==> config.mk <==
export PLATFORM = sky130hd
export DESIGN_NAME = sprite_motion_ctrl
export DESIGN_NICKNAME = d
export VERILOG_FILES = /design/src/rtl/sprite_motion_ctrl.sv
export SDC_FILE = /design/constraint.sdc
export NUM_CORES = 1
export LEC_CHECK = 0
export CORE_ASPECT_RATIO = 0.7
export CORE_MARGIN = 2
export CORE_UTILIZATION = 53
export CTS_CLUSTER_DIAMETER = 50
export CTS_CLUSTER_SIZE = 28
export DETAILED_ROUTE_END_ITERATION = 12
export PLACE_DENSITY = 0.78
export SLEW_MARGIN = 25
export SYNTH_ARGS = -nofsm -noshare
export SYNTH_HDL_FRONTEND = slang
export SYNTH_SLANG_ARGS = --single-unit
==> constraint.sdc <==
create_clock -name vga_clk -period 3.2 [get_ports vga_clk]
set_input_delay 0.96 -clock vga_clk [delete_from_list [all_inputs] [get_ports vga_clk]]
set_output_delay 0.96 -clock vga_clk [all_outputs]
set_load 0.005 [all_outputs]
==> src/rtl/sprite_motion_ctrl.sv <==
// sprite_motion_ctrl: owns the sprite position fed to the VGA overlay stage.
// The host programs shadow position/velocity/mode registers. Once per frame,
// at the first vblank pixel, a short FSM computes the next row, then the next
// column, and commits both together. The outputs therefore stay constant for
// the whole active region.
module sprite_motion_ctrl #(
    parameter int H_ACTIVE = 640,
    parameter int V_ACTIVE = 480,
    parameter int SPR_SIZE = 16,
    parameter int PW       = 10
) (
    input  logic          vga_clk,
    input  logic          vga_rst_n,
    input  logic [PW-1:0] pixel_row,
    input  logic [PW-1:0] pixel_col,
    input  logic          wr_en,
    input  logic [1:0]    wr_addr,
    input  logic [15:0]   wr_data,
    output logic [PW-1:0] spr_row,
    output logic [PW-1:0] spr_col,
    output logic          frame_tick,
    output logic [1:0]    edge_hit
);

    localparam int MAX_ROW = V_ACTIVE - SPR_SIZE;
    localparam int MAX_COL = H_ACTIVE - SPR_SIZE;
    // Two extra bits: one for the sign, one of headroom for pos + v.
    localparam int TW      = PW + 2;

    localparam logic [PW-1:0]        MAX_ROW_P = PW'(MAX_ROW);
    localparam logic [PW-1:0]        MAX_COL_P = PW'(MAX_COL);
    localparam logic signed [TW-1:0] MAX_ROW_S = TW'(MAX_ROW);
    localparam logic signed [TW-1:0] MAX_COL_S = TW'(MAX_COL);
    localparam logic signed [TW-1:0] ONE_S     = TW'(1);

    typedef enum logic [1:0] {IDLE, CALC_ROW, CALC_COL, COMMIT} state_t;

    // Result of one axis step. flip requests a velocity negation at commit.
    typedef struct packed {
        logic          edge_f;
        logic          flip;
        logic [PW-1:0] pos;
    } step_t;

    state_t state, nstate;

    logic [PW-1:0]      sh_row, sh_col;
    logic signed [7:0]  vy, vx;
    logic [1:0]         ctrl;
    logic               dirty_row, dirty_col;
    step_t              row_res, col_res;

    // Host positions are clamped to the legal top-left range.
    function automatic logic [PW-1:0] clamp_pos(input logic [PW-1:0] p,
                                                input logic [PW-1:0] maxp);
        return (p > maxp) ? maxp : p;
    endfunction

    // Velocity is held within +/-63, so one bounce or wrap always lands in range.
    function automatic logic signed [7:0] sat_v(input logic signed [7:0] b);
        if (b > 8'sd63)       return 8'sd63;
        else if (b < -8'sd63) return -8'sd63;
        else                  return b;
    endfunction

    // One axis: a dirty shadow position wins. Otherwise apply velocity if
    // motion is enabled, then bounce or wrap at the edges.
    function automatic step_t axis_step(input logic [PW-1:0]        cur,
                                        input logic [PW-1:0]        sh,
                                        input logic                 dirty,
                                        input logic signed [7:0]    v,
                                        input logic                 en,
                                        input logic                 wrap,
                                        input logic signed [TW-1:0] maxp);
        logic signed [TW-1:0] t, neg_t, refl, wlo, whi;
        step_t r;
        r      = '0;
        r.pos  = cur;
        t      = $signed({2'b00, cur}) + $signed({{(TW-8){v[7]}}, v});
        neg_t  = -t;
        refl   = (maxp <<< 1) - t;
        wlo    = t + maxp + ONE_S;
        whi    = t - maxp - ONE_S;
        if (dirty) begin
            r.pos = sh;
        end else if (en) begin
            r.pos = t[PW-1:0];
            if (t < 0) begin
                r.edge_f = 1'b1;
                r.flip   = !wrap;
                r.pos    = wrap ? wlo[PW-1:0] : neg_t[PW-1:0];
            end else if (t > maxp) begin
                r.edge_f = 1'b1;
                r.flip   = !wrap;
                r.pos    = wrap ? whi[PW-1:0] : refl[PW-1:0];
            end
        end
        return r;
    endfunction

    // State register
    always_ff @(posedge vga_clk) begin
        if (!vga_rst_n) state <= IDLE;
        else            state <= nstate;
    end

    // Next state; frame_tick and edge_hit are asserted only during COMMIT
    always_comb begin
        nstate     = state;
        frame_tick = 1'b0;
        edge_hit   = 2'b00;
        case (state)
            IDLE: begin
                if (pixel_row == PW'(V_ACTIVE) && pixel_col == '0) nstate = CALC_ROW;
            end
            CALC_ROW: nstate = CALC_COL;
            CALC_COL: nstate = COMMIT;
            COMMIT: begin
                nstate     = IDLE;
                frame_tick = 1'b1;
                edge_hit   = {row_res.edge_f, col_res.edge_f};
            end
            default: nstate = IDLE;
        endcase
    end

    // Datapath. The host write comes last so that it overrides the COMMIT
    // velocity write-back and dirty clear for the same register.
    always_ff @(posedge vga_clk) begin
        if (!vga_rst_n) begin
            spr_row   <= '0;
            spr_col   <= '0;
            sh_row    <= '0;
            sh_col    <= '0;
            vy        <= '0;
            vx        <= '0;
            ctrl      <= '0;
            dirty_row <= 1'b0;
            dirty_col <= 1'b0;
            row_res   <= '0;
            col_res   <= '0;
        end else begin
            case (state)
                CALC_ROW: row_res <= axis_step(spr_row, sh_row, dirty_row, vy,
                                               ctrl[0], ctrl[1], MAX_ROW_S);
                CALC_COL: col_res <= axis_step(spr_col, sh_col, dirty_col, vx,
                                               ctrl[0], ctrl[1], MAX_COL_S);
                COMMIT: begin
                    spr_row   <= row_res.pos;
                    spr_col   <= col_res.pos;
                    if (row_res.flip) vy <= -vy;
                    if (col_res.flip) vx <= -vx;
                    dirty_row <= 1'b0;
                    dirty_col <= 1'b0;
                end
                default: ;
            endcase
            if (wr_en) begin
                case (wr_addr)
                    2'd0: begin
                        sh_row    <= clamp_pos(wr_data[PW-1:0], MAX_ROW_P);
                        dirty_row <= 1'b1;
                    end
                    2'd1: begin
                        sh_col    <= clamp_pos(wr_data[PW-1:0], MAX_COL_P);
                        dirty_col <= 1'b1;
                    end
                    2'd2: begin
                        vy <= sat_v(wr_data[15:8]);
                        vx <= sat_v(wr_data[7:0]);
                    end
                    default: ctrl <= wr_data[1:0];
                endcase
            end
        end
    end

endmodule

# Yosys cells after proc, flatten, opt, wreduce, memory -nomap -nowiden
# Cells that the tools add are included.
dict set report op_classes {
  addsub 16
  magnitude_cmp 10
  eq_ne 7
  n_mux 38
  n_bitwise 1
  n_reduce_logical 9
}
# cell count
set ops {}
lappend ops {{8-bit two-way mux} 12}
lappend ops {{10-bit two-way mux} 8}
lappend ops {{12-bit two-way mux} 6}
lappend ops {{11-bit by 8-bit adder with 12-bit output} 2}
lappend ops {{12-bit by 1-bit less-than comparator with 1-bit output (second input constant)} 2}
lappend ops {{10-bit adder (second input constant)} 2}
lappend ops {{10-bit by 2-bit adder with 10-bit output (second input constant)} 2}
lappend ops {{10-bit negation} 2}
lappend ops {{10-bit subtractor (second input constant)} 2}
lappend ops {{10-bit by 2-bit subtractor with 10-bit output (second input constant)} 2}
lappend ops {{8-bit by 7-bit > comparator with 1-bit output (second input constant)} 2}
lappend ops {{8-bit by 7-bit less-than comparator with 1-bit output (second input constant)} 2}
lappend ops {{8-bit negation} 2}
lappend ops {{12-bit by 10-bit > comparator with 1-bit output (second input constant)} 1}
lappend ops {{12-bit by 11-bit > comparator with 1-bit output (second input constant)} 1}
lappend ops {{10-bit by 9-bit == test with 1-bit output (second input constant)} 1}
lappend ops {{10-bit > comparator (second input constant)} 1}
lappend ops {{10-bit by 9-bit > comparator with 1-bit output (second input constant)} 1}
lappend ops {{10-bit logical NOT} 1}
lappend ops {{8-bit by 10-bit subtractor with 10-bit output (first input constant)} 1}
lappend ops {{9-bit by 10-bit subtractor with 10-bit output (first input constant)} 1}
lappend ops {{2-bit two-way mux} 4}
lappend ops {{2-bit one-hot mux with 4 select lines} 1}
lappend ops {{1-bit two-way mux} 7}
lappend ops {{9 further kinds} 15}
dict set report word_totals {
  ff_bits 86
  out_inout_bits 23
  word_cells 97
}

# Logic depth before layout (Yosys ltp)
# Gate-level depths: netlist of the first run.
dict set report depth {
  ltp_word 8
  depth_mapped 13
  ltp_nobuf 12
}

# Worst setup path before layout of the first run
# No wires, ideal clock.
dict set report synth_path {
  path_type {reg2reg}
  startpoint {register spr_col[0]}
  endpoint {register col_res[5] in the netlist's numbering}
  arrival_time_ns 3.134
  t_required_ns 3.073
  setup_slack_ns -0.061
  path_stages_with_launch 13
  path_buffers 0
  cell_sequence {dfxtp_1 > ha_1 > inv_1 > fa_1 > nand2b_2 > a21oi_2 > o311ai_2 > a21oi_1 > xor2_1 > o21ai_4 > a221oi_2 > nor3_1 > or3b_1}
}
dict set report synth_via {
  elab_chain_cells 8
}
# element line_no
set synth_rtl {}
lappend synth_rtl {{start: declaration} 20} ;# output logic [PW-1:0] spr_col,
lappend synth_rtl {{start signal: assignment} 150} ;# spr_col <= col_res.pos;
lappend synth_rtl {{11-bit by 8-bit adder with 12-bit output *} 79} ;# t = $signed({2'b00, cur}) + $signed({{(TW-8){v[7]}}, v});
lappend synth_rtl {{10-bit subtractor} 83} ;# whi = t - maxp - ONE_S;
lappend synth_rtl {{10-bit by 2-bit subtractor with 10-bit output} 83}
lappend synth_rtl {{10-bit two-way mux} 95} ;# r.pos = wrap ? whi[PW-1:0] : refl[PW-1:0];
lappend synth_rtl {{12-bit two-way mux} 92} ;# end else if (t > maxp) begin
lappend synth_rtl {{12-bit two-way mux *} 88} ;# if (t < 0) begin
lappend synth_rtl {{12-bit two-way mux *} 86} ;# end else if (en) begin
lappend synth_rtl {{10-bit two-way mux *} 84} ;# if (dirty) begin
lappend synth_rtl {{end signal: assignment} 146} ;# CALC_COL: col_res <= axis_step(spr_col, sh_col, dirty_col, vx,
lappend synth_rtl {{end: declaration} 51} ;# step_t row_res, col_res;
# Every way passes the cells marked *; elsewhere a longest branch is shown, timed or not.
# A chain may end at the register's enable or synchronous reset.

# Final worst setup path of the first run
dict set report layout_path {
  startpoint {register spr_col[0]}
  endpoint {register col_res[8] in the netlist's numbering}
}
# The elaborated chain is that of the path after synthesis.

==> qor.csv, run 1 <==
metric,value,unit
place.gp.congestion,1.01,
setup_slack,0.0986,ns
wire_per_inst,18.1,um
seq_power_share,0.387,
grt_pass1_vias,6493,
yosysSeqAreaShare,0.258,
fmax,0.322,GHz
fin_nets,1049,
synth_fp_nets,924,
synth-seq-cells,86,
cts_sinks,86,
end_kind,flop,
netlist_instances,846,
cp-start-kind,flop,
grt_max_degree,56,
start_util,0.541,
mostFrequentLayoutCells,"103 x nor2_1, 94 x buf_4, 82 x dfxtp_1",
status,completed,
antenna_found_initial,0,
dp.cells,1119,
portBuffers,63,
rows,34,
syn2layout_area_growth,28.8,%
dpl.hpwl,15300,um
clkPwrFrac,0.364,
finalHoldViolations,0,
postSynthAreaPerCell,7.89,sq um
stdcell_count,1138,
finalSetupViolations,0,
grt_first_pass_wirelength,33000,um
internal-power,2.15,mW
vias,7123,
share_comb_of_total_power,0.249,
drc,0,
cts-buffers-inserted,9,
grt_usage,0.297,
crit_type,flop to flop,
drive_above_1_share,0.192,
p_leak,3.17,nW
syn_area,0.00668,sq mm
synth_area_leaders,"dfxtp_1 26%, ha_1 6.6%, nor2_1 5.8%, mux2i_1 4.9%, a21oi_1 4.4%",
via_per_inst,6.26,
synthFlopType,dfxtp_1,
die_h,97.9,um
first_pass_iters,7,
peakVddDrop,356,uV
yosys_warnings,0,
cp_max_fo,4,
synth_cell_types,95,
io_pins,64,
place_ws,-0.0326,ns
switchingPower,0.919,mW
worstPathArrival,3.37,ns
ctsHoldBuffers,0,
cts-root-buf,clkbuf_16,
diodes,0,
grt_overflow,0,
drtAntennaViolNets,0,
cts_max_path_buffers,2,
finalMaxSlewViolations,0,
fp.dieW,138,um
slew_headroom,0.321,
dieArea,0.0135,sq mm
worst_slew_pin_slew,1.02,ns
p_total,3.07,mW
path_clk_slew,0.06,ns
synth_top_cell_by_area,dfxtp_1,
cts_tree,yes,
finalCriticalPeriod,3.10,ns
wirelength,20600,um
core_area,0.0123,sq mm
hold_path.class,flop to flop,
layout_commonest_cell,nor2_1,
fin_worst_skew,0.00785,ns
synth_top_cell_area_share,0.258,
timing.final.crit_share,0.969,
drtIter0Drc,734,
insertion_delay,0.34,ns
h-tree-depth,3,
async_flop_share,0,
synth_edf_count,0,
maxCapViolations,0,
cp.required,3.46,ns
p_per_area,357,mW/mm^2
swShare,0.300,
cells by family (layout without fill, tap and decap cells):
group / count (synthesis) / after routing / synth area share
xor+xnor: 31 / 31 / 0.0474
simple gates: 299 / 299 / 0.220
flops: 86 / 86 / 0.258
buf+inv: 83 / 213 / 0.0487
compound gates: 272 / 272 / 0.297
fa+ha+maj: 38 / 38 / 0.0731
mux: 37 / 37 / 0.0562
layer usage:
metal	wire length [um]	track usage	vias to the layer above
met1	10100	0.457	3353
met2	8640	0.431	339
met5	0	0	-
li1	-	-	3402
met4	229	0.0628	0
met3	1680	0.0544	29
cells in the mapped netlist (12+ instances only):
cell type and n:
a211oi_1 24, a21oi_1 59, a31oi_1 18, clkbuf_1 35, dfxtp_1 86, ha_1 35, inv_1 37, mux2i_1 33
nand2_1 56, nand3_1 19, nor2_1 104, nor3_1 34, nor4_1 12, o21ai_0 48, xnor2_1 22
metrics by stage:
step | setup TNS, ns | cell area, sq um | utilization | hold slack (ns)
4_1_cts | 0 | 8390 | 0.680 | 0.485
2_1_floorplan | 0 | 6680 | - | 0.440
3_5_place_dp | -0.0438 | 8060 | 0.653 | 0.473
6_report | 0 | 8600 | 0.697 | 0.485
5_1_grt | -0.131 | 8600 | 0.697 | 0.494
3_3_place_gp | 0 | 8060 | 0.653 | 0.462
power by group through the flow:
stage               Clock [mW]  Combinational (mW)  Sequential, mW
floorplan                    0               0.470            1.19
global placement             0               0.698            1.20
detailed placement           0               0.713            1.21
CTS                       1.13               0.725            1.18
global route              1.16               0.835            1.19
finish                    1.12               0.763            1.19
cell type report:
cell class                      count  area (sq um)
Inverter                           38           143
Clock inverter                      5          82.6
Sequential cell                    86          1730
Multi-Input combinational cell    677          4830
Clock buffer                       11           233
Fill cell                         981          3740
Tap cell                          162           203
Timing Repair Buffer              159          1380
registers in the layout, indices dropped and copies added (netlist names), 2 cells and up:
name / flops
row_res: 12
sh_row: 10
col_res: 12
ctrl: 2
vy: 8
spr_row: 10
state: 2
sh_col: 10
vx: 8
spr_col: 10
worst paths after layout:
path	from	to	slack, ns	cells past startpoint
max	spr_col[0]	col_res[8]	0.1	11
min	sh_row[9]	sh_row[9]	0.48	1
max reg2reg	spr_col[0]	col_res[8]	0.1	11
min reg2reg	sh_row[9]	sh_row[9]	0.48	1
critical path: stages (launching register included):
cell and delay (ns):
dfxtp_1 0.35, ha_1 0.19, inv_1 0.07, fa_1 0.47, ha_1 0.25, buf_4 0.15
a32oi_1 0.37, o21ai_0 0.16, o32a_1 0.36, a221oi_1 0.28, o2111ai_1 0.18, a31oi_1 0.20
what timing repair did:
item                                   4_1_cts  5_1_grt
buffers inserted                             0        3
gates resized for setup                      3       42
setup endpoints to repair                    4       21
pin swaps                                    1       12
endpoints found under the hold margin        0        0
Power figures use the tool's default switching activity.
==> inputs of run 2 (changes only) <==
--- a/config.mk
+++ b/config.mk
@@ -5,6 +5,7 @@
 export SDC_FILE = /design/constraint.sdc
 export NUM_CORES = 1
 export LEC_CHECK = 0
+export ABC_CLOCK_PERIOD_IN_PS = 3200
 export CORE_ASPECT_RATIO = 0.7
 export CORE_MARGIN = 2
 export CORE_UTILIZATION = 53
==> results of run 2 <==
No change in the layout: final DEF, timing and power equal those of run 1.
